## src/rtl/opcode_issue_queue.sv

```systemverilog
// opcode_issue_queue
//   Issue stage in front of a combinational ALU. Operand packets {op, a, b}
//   are buffered in a DEPTH-entry FIFO. The FIFO head drives the ALU, and the
//   ALU result is captured into a registered, valid/ready output. Divide or
//   modulo by zero and undefined opcodes are flagged (res_err) and counted.
//
// Ports
//   clk, rst_n              clock, async active-low reset
//   in_valid/in_ready       packet handshake (in_ready = !full)
//   in_op, in_a, in_b       packet fields
//   alu_op, alu_a, alu_b    FIFO head to the ALU (stale when count==0)
//   alu_d                   ALU result, combinational from alu_op/a/b
//   res_valid/res_ready     result handshake
//   res_data, res_op, res_err  registered result, its opcode, trap flag
//   count                   FIFO occupancy
//   err_cnt                 saturating count of trapped results issued
module opcode_issue_queue #(
  parameter int DEPTH = 4,
  parameter int OPW   = 4,
  parameter int DW    = 12,
  parameter int RW    = 32
) (
  input  logic                     clk,
  input  logic                     rst_n,
  input  logic                     in_valid,
  output logic                     in_ready,
  input  logic [OPW-1:0]           in_op,
  input  logic [DW-1:0]            in_a,
  input  logic [DW-1:0]            in_b,
  output logic [OPW-1:0]           alu_op,
  output logic [DW-1:0]            alu_a,
  output logic [DW-1:0]            alu_b,
  input  logic [RW-1:0]            alu_d,
  output logic                     res_valid,
  input  logic                     res_ready,
  output logic [RW-1:0]            res_data,
  output logic [OPW-1:0]           res_op,
  output logic                     res_err,
  output logic [$clog2(DEPTH):0]   count,
  output logic [7:0]               err_cnt
);

  localparam int AW = $clog2(DEPTH);
  localparam logic [AW:0] FULL_CNT = (AW+1)'(DEPTH);

  typedef struct packed {
    logic [OPW-1:0] op;
    logic [DW-1:0]  a;
    logic [DW-1:0]  b;
  } pkt_t;

  pkt_t          mem [DEPTH];
  pkt_t          head;
  logic [AW-1:0] wr_ptr, rd_ptr;
  logic          push, issue, div0, undef, trap;

  // in_ready depends on registered occupancy only: a pop in the same cycle
  // does not open a slot for a push into a full queue.
  assign in_ready = (count != FULL_CNT);
  assign push     = in_valid && in_ready;
  assign issue    = (count != '0) && (!res_valid || res_ready);

  assign head   = mem[rd_ptr];
  assign alu_op = head.op;
  assign alu_a  = head.a;
  assign alu_b  = head.b;

  assign div0  = ((alu_op == OPW'(3)) || (alu_op == OPW'(4))) && (alu_b == '0);
  assign undef = (alu_op >= OPW'(5));
  assign trap  = div0 || undef;

  // Storage is not reset; the pointers and count define what is live.
  always_ff @(posedge clk) begin
    if (push) mem[wr_ptr] <= '{op: in_op, a: in_a, b: in_b};
  end

  always_ff @(posedge clk or negedge rst_n) begin
    if (!rst_n) begin
      wr_ptr <= '0;
      rd_ptr <= '0;
      count  <= '0;
    end else begin
      if (push)  wr_ptr <= wr_ptr + AW'(1);
      if (issue) rd_ptr <= rd_ptr + AW'(1);
      if (push && !issue)      count <= count + (AW+1)'(1);
      else if (issue && !push) count <= count - (AW+1)'(1);
    end
  end

  // Result register: loads only on issue, so a stalled result never changes.
  always_ff @(posedge clk or negedge rst_n) begin
    if (!rst_n) begin
      res_valid <= 1'b0;
      res_data  <= '0;
      res_op    <= '0;
      res_err   <= 1'b0;
      err_cnt   <= '0;
    end else begin
      if (issue) begin
        res_valid <= 1'b1;
        res_op    <= alu_op;
        res_data  <= div0 ? '0 : alu_d;  // undefined ops pass the ALU echo through
        res_err   <= trap;
        if (trap && (err_cnt != 8'hFF)) err_cnt <= err_cnt + 8'd1;
      end else if (res_valid && res_ready) begin
        res_valid <= 1'b0;
      end
    end
  end

endmodule

```

## config.mk

```make
export PLATFORM = sky130hd
export DESIGN_NAME = opcode_issue_queue
export DESIGN_NICKNAME = d
export VERILOG_FILES = /design/src/rtl/opcode_issue_queue.sv
export SDC_FILE = /design/constraint.sdc
export NUM_CORES = 1
export LEC_CHECK = 0
export ABC_AREA = 0
export CAP_MARGIN = 10
export CORE_MARGIN = 2
export CORE_UTILIZATION = 39
export CTS_CLUSTER_DIAMETER = 40
export CTS_CLUSTER_SIZE = 20
export DETAILED_ROUTE_END_ITERATION = 8
export PLACE_DENSITY = 0.62
export SYNTH_ARGS = -nofsm -noshare
export SYNTH_HDL_FRONTEND = slang
export SYNTH_SLANG_ARGS = --single-unit
```

## constraint.sdc

```tcl
create_clock -name clk -period 5 [get_ports clk]
set_input_delay 0.75 -clock clk [delete_from_list [all_inputs] [get_ports clk]]
set_output_delay 0.75 -clock clk [all_outputs]
set_load 0.02 [all_outputs]
```

After elaboration in Yosys (flattened, before gate mapping) --
Memories as Yosys holds them, arrays and structs flattened. Index checks and enable logic that the tools add are counted. Widths: inputs -> output; s select.
Word-level totals: output and inout port bits 78, memory bits (writable) 112, register bits after elaboration 53, input port bits 64, memories kept 1
Cells by class: eq/ne operators 4, add/sub/neg operators 5, order comparisons 1, mux-type cells 7, reductions and logical operators 18
Memory list:
- mem | words 4, width 28, rd ports 1, clocked after Yosys merged registers in 0, wr ports 1, line 52 | pkt_t mem [DEPTH];
Operators by type and width (number):
- $mux 32 | 1
- $logic_not 12->1 | 1
- $add 8x1->8 const B | 1
- $ne 8x8->1 const B | 1
- $logic_and 1x1->1 | 7
- $mux 3 | 2
- $add 2x1->2 const B | 2
- $eq 4x2->1 const B | 1
- $eq 4x3->1 const B | 1
- $ge 4x3->1 const B | 1
- $mux 1 | 4
- $reduce_bool 2->1 | 2
- $add 3x1->3 const B | 1
- $logic_not 1->1 | 3
- $logic_or 1x1->1 | 3
- $ne 3x3->1 const B | 1
- $reduce_bool 3->1 | 1
- $sub 3x1->3 const B | 1
- $reduce_and 2->1 | 1

Logic depth before layout (Yosys ltp) --
Gate-level depths: netlist of run 1. An unclocked memory read counts as a cell.
word-level depth 7, mapped depth 10, gate-level depth less buffers 9

Least setup slack after synthesis of run 1 --
No wires, ideal clock.
path kind reg-to-reg, from reg rd_ptr[0], to reg err_cnt[1], data arrival time 2.636 ns, slack 2.239 ns, path buffers 2, stages on the path, launching flop included 9, cells stage by stage dfrtp_1 -> buf_6 -> mux4_2 -> or4_1 -> nor4_1 -> nand2b_1 -> buf_4 -> nand3_4 -> mux2_4
RTL lines:
- start: declaration | line 54 | logic [AW-1:0] wr_ptr, rd_ptr;
- start signal: assignment | line 84 | if (issue) rd_ptr <= rd_ptr + AW'(1);
- $mem_v2 4x28
- net alu_b[3] | line 32 | output logic [DW-1:0] alu_b,
- $logic_not 12->1 | line 68 | assign div0 = ((alu_op == OPW'(3)) || (alu_op == OPW'(4))) && (alu_b == '0);
- $logic_and 1x1->1 | line 68
- $logic_or 1x1->1 | line 70 | assign trap = div0 || undef;
- $logic_and 1x1->1 | line 104 | if (trap && (err_cnt != 8'hFF)) err_cnt <= err_cnt + 8'd1;
- $reduce_and 2->1 (no line)
- end signal: assignment | line 104
- end: declaration | line 40 | output logic [7:0] err_cnt
The timed path passes the listed nets, and every way through them passes these cells. A chain may end at the register's enable or synchronous reset.

Worst setup path after layout of run 1 --
from reg rd_ptr[0], to out alu_op[0]
On the way: word-level cells in the longest chain between the ends 1
Ends and longest elaborated chain:
- $mem_v2 4x28
- end: declaration | line 30 | output logic [OPW-1:0] alu_op,
Every way passes these cells.

==> results.sh, run 1 <==
export IMPL_placed_cell_area_um2=7920
export IMPL_worst_pin_slew_ns=0.712
export IMPL_via_per_inst=4.97
export IMPL_syn_inst=327
export IMPL_crit_type="flip-flop to output port"
export IMPL_drc=0
export IMPL_synth_avg_cell_area_um2=19.1
export IMPL_post_cts_resized=0
export IMPL_period_needed_ns=3.48
export IMPL_rows=46
export IMPL_synth_xor_area_share_pct=1.26
export IMPL_track_usage_pct=16.0
export IMPL_drtPass1Iterations=5
export IMPL_cp_num_cells=3
export IMPL_fin_area_um2=8450
export IMPL_fin_tns_setup_ns=0
export IMPL_drtAntennaViolNets=0
export IMPL_slowest_delay_ns=0.72
export IMPL_period_share_pct=69.6
export IMPL_worstPathArrival_ns=2.73
export IMPL_synthMuxAreaShare_pct=10.7
export IMPL_initial_utilization_pct=39.5
export IMPL_drive_gt1_share_pct=14.9
export IMPL_overflow=0
export IMPL_synth_fa_ha_area_share_pct=1.53
export IMPL_final_common_cell="clkdlybuf4s50_1"
export IMPL_slew_headroom_pct=52.5
export IMPL_final_nets=553
export IMPL_post_cts_setup_buffer_count=0
export IMPL_outcome="finished, final reports clean"
export IMPL_peakVddDrop_mv=0.308
export IMPL_met3_usage_pct=6.92
export IMPL_cpLargestDelayFamily="buffers and inverters"
export IMPL_register_area_um2=4690
export IMPL_ios=142
export IMPL_cts_tree="done"
export IMPL_mostFrequentLayoutCells="140 x clkdlybuf4s50_1, 112 x edfxtp_1, 52 x dfrtp_1"
export IMPL_antenna_found_initial=0
export IMPL_cp_max_fo=17
export IMPL_fin_cells=711
export IMPL_insertion_delay_ns=0.42
export IMPL_endpoint_kind="output port"
export IMPL_gp_congestion=0.804
export IMPL_cts_path_max_buffers=2
export IMPL_wirelength_um=13300
export IMPL_clkTransAtPathRegs_ns=0.06
export IMPL_leakagePower_nw=3.10
export IMPL_final_util_pct=53.6
export IMPL_skew_ns=0.0115
export IMPL_yosysUniqueCellTypes=37
export IMPL_drv_cap=0
export IMPL_startpoint_type="flip-flop"
export IMPL_synth_simple_area_share_pct=4.18
export IMPL_grt_pass1_wl_um=19900
export IMPL_dp_cells=679
export IMPL_ctsHoldBuffers=0
export IMPL_met1_usage_pct=19.8
export IMPL_rsz0062_at_grt="no"
export IMPL_core_region_area_um2=15800
export IMPL_first_iter_violations=174
export IMPL_async_reset_ff_share_pct=32.1
export IMPL_cts_buffers=17
export IMPL_multi_input_area_um2=1450
export IMPL_dieWidth_um=130
export IMPL_cts_sinks=165
export IMPL_min_path_type="primary input to async pin"
export IMPL_worstPathRequired_ns=4.25
export IMPL_synthFlopType="edfxtp_1"
export IMPL_syn_area_um2=6230
export IMPL_hpwl_um=8760
export IMPL_ys_warnings_count=0
export IMPL_grt_pass1_vias=3627
export IMPL_synth_compound_area_share_pct=5.54
export IMPL_setup_viol=0
export IMPL_port_buffers=141
export IMPL_antenna_diode_count=0
export IMPL_cellPowerDensity_nw_per_um2=638
export IMPL_fmax_mhz=287
export IMPL_ys_seq_area_share_pct=75.2
export IMPL_vias=3531
export IMPL_ys_ff_latch=165
export IMPL_die_y_um=130
export IMPL_drv_slew=0
export IMPL_busiest_layer="met2"
export IMPL_grt_max_degree=54
export IMPL_crit_buf_inv=2
export IMPL_synth_nets=398
export IMPL_hold_viol_final=0
export IMPL_cts_htree_levels=4
export IMPL_synth_edf_count=112
export IMPL_wl_per_cell_um=18.7
export IMPL_crit_path_cell_trace="buf_4 -> mux4_2 -> clkdlybuf4s50_1"
export IMPL_worst_r2r_cell_count=6
export IMPL_area_growth_pct=35.6
export IMPL_dieArea_um2=17000
export IMPL_fillers=1316
export IMPL_synth_top_family_by_area="multiplexers"
export IMPL_met2_usage_pct=25.6
export IMPL_clockRootBuffer="clkbuf_16"
export IMPL_slowest_stage="dfrtp_2"
-- cell families after synthesis --
logic type | Yosys count
AOI/OAI and AO/OA | 42
xor gates and xnor gates | 9
adders and majority gates | 7
buffers and inverters | 22
DFF | 165
muxes | 31
and+or+nand+nor | 51
-- path summary, 6_finish.rpt --
path                       slack (ns)       from           to
max                              1.52  rd_ptr[0]    alu_op[0]
min                              0.45      rst_n  res_data[7]
max reg2reg                      1.60  rd_ptr[0]   err_cnt[4]
min reg2reg                      0.48  res_op[1]    res_op[1]
max in group asynchronous        4.03      rst_n    rd_ptr[0]
min in group clk                 0.48  res_op[1]    res_op[1]
-- per-layer routing --
metal  vias up  part of all wire, %
met3        14                   10
met5         -                    0
met1      1779                   42
li1       1601                    -
met4         0                  1.2
met2       137                   47
-- area by class of cell --
cell class,count,area share [%]
clock inverters,14,1.21
well taps,216,3.20
clock buffers,18,5.08
inverters,7,0.311
flip-flops and latches,165,55.5
multi-input cells,140,17.2
repair buffers,151,17.5
-- synth_stat cells, types with 3 or more instances --
| master | count | area share (%) |
|---|---|---|
| edfxtp_1 | 112 | 54 |
| dfrtp_1 | 53 | 21 |
| a22o_1 | 32 | 4.5 |
| mux4_2 | 28 | 10 |
| nand2_1 | 23 | 1.4 |
| clkbuf_1 | 8 | 0.48 |
| and3_1 | 7 | 0.70 |
| inv_1 | 7 | 0.42 |
| xnor2_1 | 7 | 0.98 |
| ha_1 | 6 | 1.2 |
| a21oi_1 | 4 | 0.32 |
| nand3_1 | 4 | 0.32 |
| nor2_1 | 4 | 0.24 |
| buf_1 | 3 | 0.18 |
| or4_1 | 3 | 0.36 |
-- flip-flops by register name (all words and copies together), names as in the netlist --
register / count
rd_ptr: 2
res_data: 32
wr_ptr: 2
res_err: 1
err_cnt: 8
mem: 112
res_valid: 1
count: 3
res_op: 4
-- where the power goes --
| group | total [W] | internal (W) | switching [W] |
|---|---|---|---|
| Combinational | 0.00215 | 0.00105 | 0.00110 |
| Sequential | 0.00207 | 0.00185 | 0.000223 |
| Clock | 0.00116 | 0.000639 | 0.000525 |
-- metrics by stage --
stage / hold slack (ns) / total power [W] / setup slack, ns
finish: 0.449 / 0.00539 / 1.52
global placement: 0.465 / 0.00426 / 1.60
CTS: 0.470 / 0.00548 / 1.42
floorplan: 0.454 / 0.00329 / 2.24
global route: 0.504 / 0.00569 / 1.33
detailed placement: 0.462 / 0.00429 / 1.59
-- worst register-to-register path, stage by stage, from the launching register on --
cell and delay [ns]:
dfrtp_2 0.72, mux4_2 0.60, or4_1 0.58, nor4_1 0.52, nand2b_1 0.40, nand3_1 0.13, mux2_1 0.33
Note: power is estimated with default switching activity, not from simulation.
==> run 2: changes to the inputs <==
--- a/config.mk
+++ b/config.mk
@@ -12,7 +12,7 @@
 export CTS_CLUSTER_DIAMETER = 40
 export CTS_CLUSTER_SIZE = 20
 export DETAILED_ROUTE_END_ITERATION = 8
-export PLACE_DENSITY = 0.62
+export PLACE_DENSITY = 0.64
 export SYNTH_ARGS = -nofsm -noshare
 export SYNTH_HDL_FRONTEND = slang
 export SYNTH_SLANG_ARGS = --single-unit
==> constraint.sdc (replaced) <==
create_clock -name clk -period 3.2 [get_ports clk]
set_input_delay 0.48 -clock clk [delete_from_list [all_inputs] [get_ports clk]]
set_output_delay 0.48 -clock clk [all_outputs]
set_load 0.02 [all_outputs]
==> run 2 against run 1 <==
Compared with the run above: first-iteration DRC count up 14%; core utilization grew 0.67 points; flip-flop and latch count is the same; sequential power increased by 52%; wire length down 0.96%; critical path depth is 6 higher; global-route usage barely moved; register-to-register slack lost 1.4 ns; largest power group unchanged.
==> results.sh, run 2 (synthesized netlist as in run 1, its figures left out) <==
export IMPL_mostFrequentLayoutCells="140 x clkdlybuf4s50_1, 112 x edfxtp_1, 52 x dfrtp_1"
export IMPL_p_int_w=0.00570
export IMPL_insertion_delay_ns=0.42
export IMPL_drtAntennaViolNets=0
export IMPL_clockRootBuffer="clkbuf_16"
export IMPL_fin_tns_setup_ns=0
export IMPL_initial_utilization_pct=39.5
export IMPL_cts_buffers=17
export IMPL_dieArea_um2=17000
export IMPL_worstPathArrival_ns=3.29
export IMPL_setup_viol=0
export IMPL_hold_slack_ns=0.194
export IMPL_first_iter_violations=198
export IMPL_crit_buf_inv=3
export IMPL_area_growth_pct=37.3
export IMPL_fin_cells=716
export IMPL_cts_tree="done"
export IMPL_rsz0062_at_grt="no"
export IMPL_cp_max_fo=12
export IMPL_cts_htree_levels=4
export IMPL_drv_slew=0
export IMPL_slowest_stage="or4_1"
export IMPL_antenna_diode_count=0
export IMPL_cts_path_max_buffers=2
export IMPL_grt_max_degree=42
export IMPL_hpwl_um=8700
export IMPL_final_common_cell="clkdlybuf4s50_1"
export IMPL_gp_congestion=0.752
export IMPL_drc=0
export IMPL_switching_share_pct=34.2
export IMPL_antenna_found_initial=0
export IMPL_track_usage_pct=16.0
export IMPL_period_needed_ns=3.00
export IMPL_skew_ns=0.00610
export IMPL_largestRegisters="mem (112), res_data (32), err_cnt (8)"
export IMPL_die_y_um=130
export IMPL_wirelength_um=13100
export IMPL_rows=46
export IMPL_cellPowerDensity_nw_per_um2=1010
export IMPL_crit_path_frequent_cell="buf_4"
export IMPL_dieWidth_um=130
export IMPL_slew_headroom_pct=39.3
export IMPL_hold_viol_final=0
export IMPL_cpLargestDelayFamily="simple AND/OR/NAND/NOR gates"
export IMPL_slowest_delay_ns=0.58
export IMPL_clkPwrFrac_pct=22.9
export IMPL_p_seq_share_pct=36.3
export IMPL_grt_pass1_wl_um=19900
export IMPL_vias=3579
export IMPL_final_nets=558
export IMPL_ios=142
export IMPL_worst_pin_slew_ns=0.910
export IMPL_cts_sinks=165
export IMPL_port_buffers=141
export IMPL_largest_reg_flops=112
export IMPL_peakVddDrop_mv=0.534
export IMPL_leakagePower_nw=3.16
export IMPL_outcome="finished, final reports clean"
export IMPL_overflow=0
export IMPL_wl_per_cell_um=18.4
export IMPL_via_per_inst=5.00
export IMPL_drtPass1Iterations=4
export IMPL_min_path_type="primary input to async pin"
export IMPL_p_sw_w=0.00297
export IMPL_drv_cap=0
export IMPL_top_register="mem"
export IMPL_fmax_mhz=333
export IMPL_period_share_pct=93.9
export IMPL_drive_gt1_share_pct=16.2
export IMPL_grt_pass1_vias=3711
export IMPL_p_comb_share_pct=40.8
export IMPL_endpoint_kind="flip-flop"
export IMPL_worstPathRequired_ns=3.49
export IMPL_crit_type="flip-flop to flip-flop"
export IMPL_dp_cells=683
export IMPL_crit_path_cell_trace="buf_12 -> mux4_2 -> or4_1 -> nor4_1 -> buf_4 -> nand2b_1 -> buf_4 -> and3_1 -> a31oi_1"
export IMPL_clkTransAtPathRegs_ns=0.07
export IMPL_core_region_area_um2=15800
export IMPL_startpoint_type="flip-flop"
[run 2: what timing repair did]
item / in CTS / in global routing
buffers inserted: 1 / 0
hold buffers: 0 / 0
resized for setup: 1 / 0
setup endpoints to repair: 10 / 0
[run 2: metal layers]
layer | wire, µm | up-vias | track usage [%]
met5 | 0 | - | 0
met4 | 190 | 0 | 6.26
met3 | 1100 | 16 | 6.27
met2 | 6220 | 133 | 26.1
met1 | 5630 | 1807 | 19.4
li1 | - | 1623 | -
[run 2: final timing paths]
path,start,end,slack [ns],cells past startpoint
hold / removal,rst_n,res_data[3],0.19,1
setup reg to reg,rd_ptr[0],err_cnt[6],0.20,9
setup / recovery,rd_ptr[0],err_cnt[6],0.20,9
min in group clk,res_op[3],res_op[3],0.48,2
max in group asynchronous,rst_n,wr_ptr[0],2.26,2
hold reg to reg,res_op[3],res_op[3],0.48,2
[run 2: power by group through the flow]
| stage | Clock [W] | Combinational [W] | Sequential [W] |
|---|---|---|---|
| floorplan | 0 | 0.00166 | 0.00348 |
| global placement | 0 | 0.00347 | 0.00321 |
| detailed placement | 0 | 0.00349 | 0.00324 |
| CTS | 0.00204 | 0.00359 | 0.00315 |
| global route | 0.00213 | 0.00379 | 0.00321 |
| finish | 0.00199 | 0.00353 | 0.00315 |
[run 2: layout make-up]
cell class	instances	area [µm²]
flip-flops and latches	165	4690
clock inverters	15	159
well taps	216	270
fillers	1297	7210
repair buffers	156	1530
clock buffers	17	425
inverters	7	26.3
multi-input cells	140	1450
[run 2: metrics by stage]
stage,area [µm²],utilization (%),total power [W],setup slack [ns]
finish,8560,54.3,0.00867,0.196
floorplan,6230,-,0.00514,0.439
global route,8560,54.3,0.00913,0.0616
global placement,7950,50.4,0.00668,0.0883
detailed placement,7950,50.4,0.00673,0.0952
CTS,8560,54.3,0.00878,0.210
==> run 3: changes to the inputs <==
--- a/config.mk
+++ b/config.mk
@@ -12,7 +12,7 @@
 export CTS_CLUSTER_DIAMETER = 40
 export CTS_CLUSTER_SIZE = 20
 export DETAILED_ROUTE_END_ITERATION = 8
-export PLACE_DENSITY = 0.64
+export PLACE_DENSITY = 0.74
 export SYNTH_ARGS = -nofsm -noshare
 export SYNTH_HDL_FRONTEND = slang
 export SYNTH_SLANG_ARGS = --single-unit
==> run 3 against run 2 <==
Compared with the run above: clock skew is 0.0038 ns higher; non-clock buffer count is 1 higher; largest power group unchanged; final area is 0.32% lower; via count hardly changed; combinational power is 3% lower; hold slack better by 0.28 ns; sequential power is 3% higher; clock-buffer cell count is 1 higher; fmax is 1.9% lower; setup slack worse by 0.058 ns; critical path depth is 2 lower.
==> results.sh, run 3 (synthesized netlist as in run 1, its figures left out) <==
export IMPL_setup_worst_path_end="err_cnt[4]"
export IMPL_worst_pin_slew_ns=0.453
export IMPL_initial_utilization_pct=39.5
export IMPL_hold_slack_ns=0.470
export IMPL_fmax_mhz=327
export IMPL_drc=0
export IMPL_setup_viol=0
export IMPL_worstPathArrival_ns=3.36
export IMPL_grt_pass1_wl_um=20400
export IMPL_drive_gt1_share_pct=15.8
export IMPL_startpoint_type="flip-flop"
export IMPL_hold_viol_final=0
export IMPL_slew_headroom_pct=69.8
export IMPL_worstPathRequired_ns=3.50
export IMPL_register_area_um2=4690
export IMPL_outcome="finished, final reports clean"
export IMPL_cts_htree_levels=4
export IMPL_fillers=1273
export IMPL_drv_slew=0
export IMPL_cp_max_fo=14
export IMPL_via_per_inst=5.00
export IMPL_dieArea_um2=17000
export IMPL_leakagePower_nw=3.13
export IMPL_period_needed_ns=3.06
export IMPL_cts_tree="done"
export IMPL_insertion_delay_ns=0.43
export IMPL_fin_cells=716
export IMPL_grt_max_degree=42
export IMPL_drtPass1Iterations=4
export IMPL_r2r_start="rd_ptr[0]"
export IMPL_drv_cap=0
export IMPL_wl_per_cell_um=18.7
export IMPL_ios=142
export IMPL_cts_sinks=165
export IMPL_worst_r2r_cell_count=7
export IMPL_crit_type="flip-flop to flip-flop"
export IMPL_ff2ff_setup_slack_ns=0.14
export IMPL_clkTransAtPathRegs_ns=0.06
export IMPL_largestRegisters="mem (112), res_data (32), err_cnt (8)"
export IMPL_die_y_um=130
export IMPL_mostFrequentLayoutCells="140 x clkdlybuf4s50_1, 112 x edfxtp_1, 51 x dfrtp_1"
export IMPL_clockRootBuffer="clkbuf_16"
export IMPL_gp_congestion=0.824
export IMPL_reg2reg_to="err_cnt[4]"
export IMPL_port_buffers=141
export IMPL_worst_slack_ns=0.138
export IMPL_place_ws_ns=0.0671
export IMPL_rsz0062_at_grt="no"
export IMPL_cellPowerDensity_nw_per_um2=1010
export IMPL_dieWidth_um=130
export IMPL_period_share_pct=95.7
export IMPL_final_util_pct=54.1
export IMPL_wirelength_um=13400
export IMPL_post_cts_setup_buffer_count=0
export IMPL_skew_ns=0.00985
export IMPL_cts_path_max_buffers=2
export IMPL_endpoint_kind="flip-flop"
export IMPL_crit_start="rd_ptr[0]"
export IMPL_rows=46
export IMPL_largest_reg_flops=112
export IMPL_track_usage_pct=16.4
export IMPL_top_register="mem"
export IMPL_antenna_diode_count=0
export IMPL_dp_cells=684
export IMPL_final_nets=559
export IMPL_core_region_area_um2=15800
export IMPL_final_common_cell="clkdlybuf4s50_1"
export IMPL_antenna_found_initial=0
export IMPL_overflow=0
export IMPL_grt_pass1_vias=3649
export IMPL_area_growth_pct=36.8
export IMPL_multi_input_area_um2=1450
export IMPL_peakVddDrop_mv=0.437
export IMPL_hpwl_um=8720
export IMPL_cts_buffers=17
export IMPL_drtAntennaViolNets=0
export IMPL_vias=3580
export IMPL_fin_tns_setup_ns=0
export IMPL_min_path_type="flip-flop to flip-flop"
export IMPL_first_iter_violations=265
## run 3: what timing repair did
item | CTS | global route
hold buffers | 1 | 0
hold endpoints to repair | 17 | 0
gates resized for setup | 1 | 2
pin swaps | 0 | 0
setup endpoints to repair | 4 | 6
## run 3: how the worst min path moves through the flow
stage                     slack [ns]  cells past startpoint     endpoint     from
final                           0.47                      2      res_err  res_err
after global routing            0.51                      2      res_err  res_err
after CTS                       0.48                      2      res_err  res_err
after detailed placement        0.45                      1  res_data[3]    rst_n
after global placement          0.44                      1  res_data[3]    rst_n
after floorplan                 0.18                      0     count[0]    rst_n
## run 3: final cells by class
class                   instances  area share [%]
clock buffers                  18            5.03
repair buffers                157            18.0
inverters                       7           0.308
well taps                     216            3.17
multi-input cells             140            17.0
flip-flops and latches        165            55.0
clock inverters                13            1.47
## run 3: layer usage
metal / routed length (µm) / up-vias / share of wire, % / GRT usage (%)
met1: 5790 / 1803 / 43 / 21.2
met3: 1200 / 15 / 9.0 / 5.94
met2: 6180 / 147 / 46 / 26.1
met5: 0 / - / 0 / 0
li1: - / 1615 / - / -
met4: 189 / 0 / 1.4 / 5.44
## run 3: critical path, cell delays in order (launching register included)
cell and delay, ns:
dfrtp_4 0.60, mux4_2 0.56, or4_1 0.56, nor4_1 0.39
buf_4 0.19, nand2b_1 0.21, nand3_1 0.11, mux2_1 0.32
## run 3: per-stage QoR
| stage | power (W) | area (µm²) |
|---|---|---|
| final | 0.00860 | 8530 |
| after global routing | 0.00906 | 8530 |
| after CTS | 0.00871 | 8520 |
| after detailed placement | 0.00675 | 7960 |
| after global placement | 0.00667 | 7960 |
| after floorplan | 0.00514 | 6230 |
## run 3: power by group
| group | internal [W] | leakage [nW] | switching [W] |
|---|---|---|---|
| Clock | 0.00108 | 0.261 | 0.000839 |
| Sequential | 0.00290 | 1.67 | 0.000340 |
| Combinational | 0.00169 | 1.21 | 0.00176 |
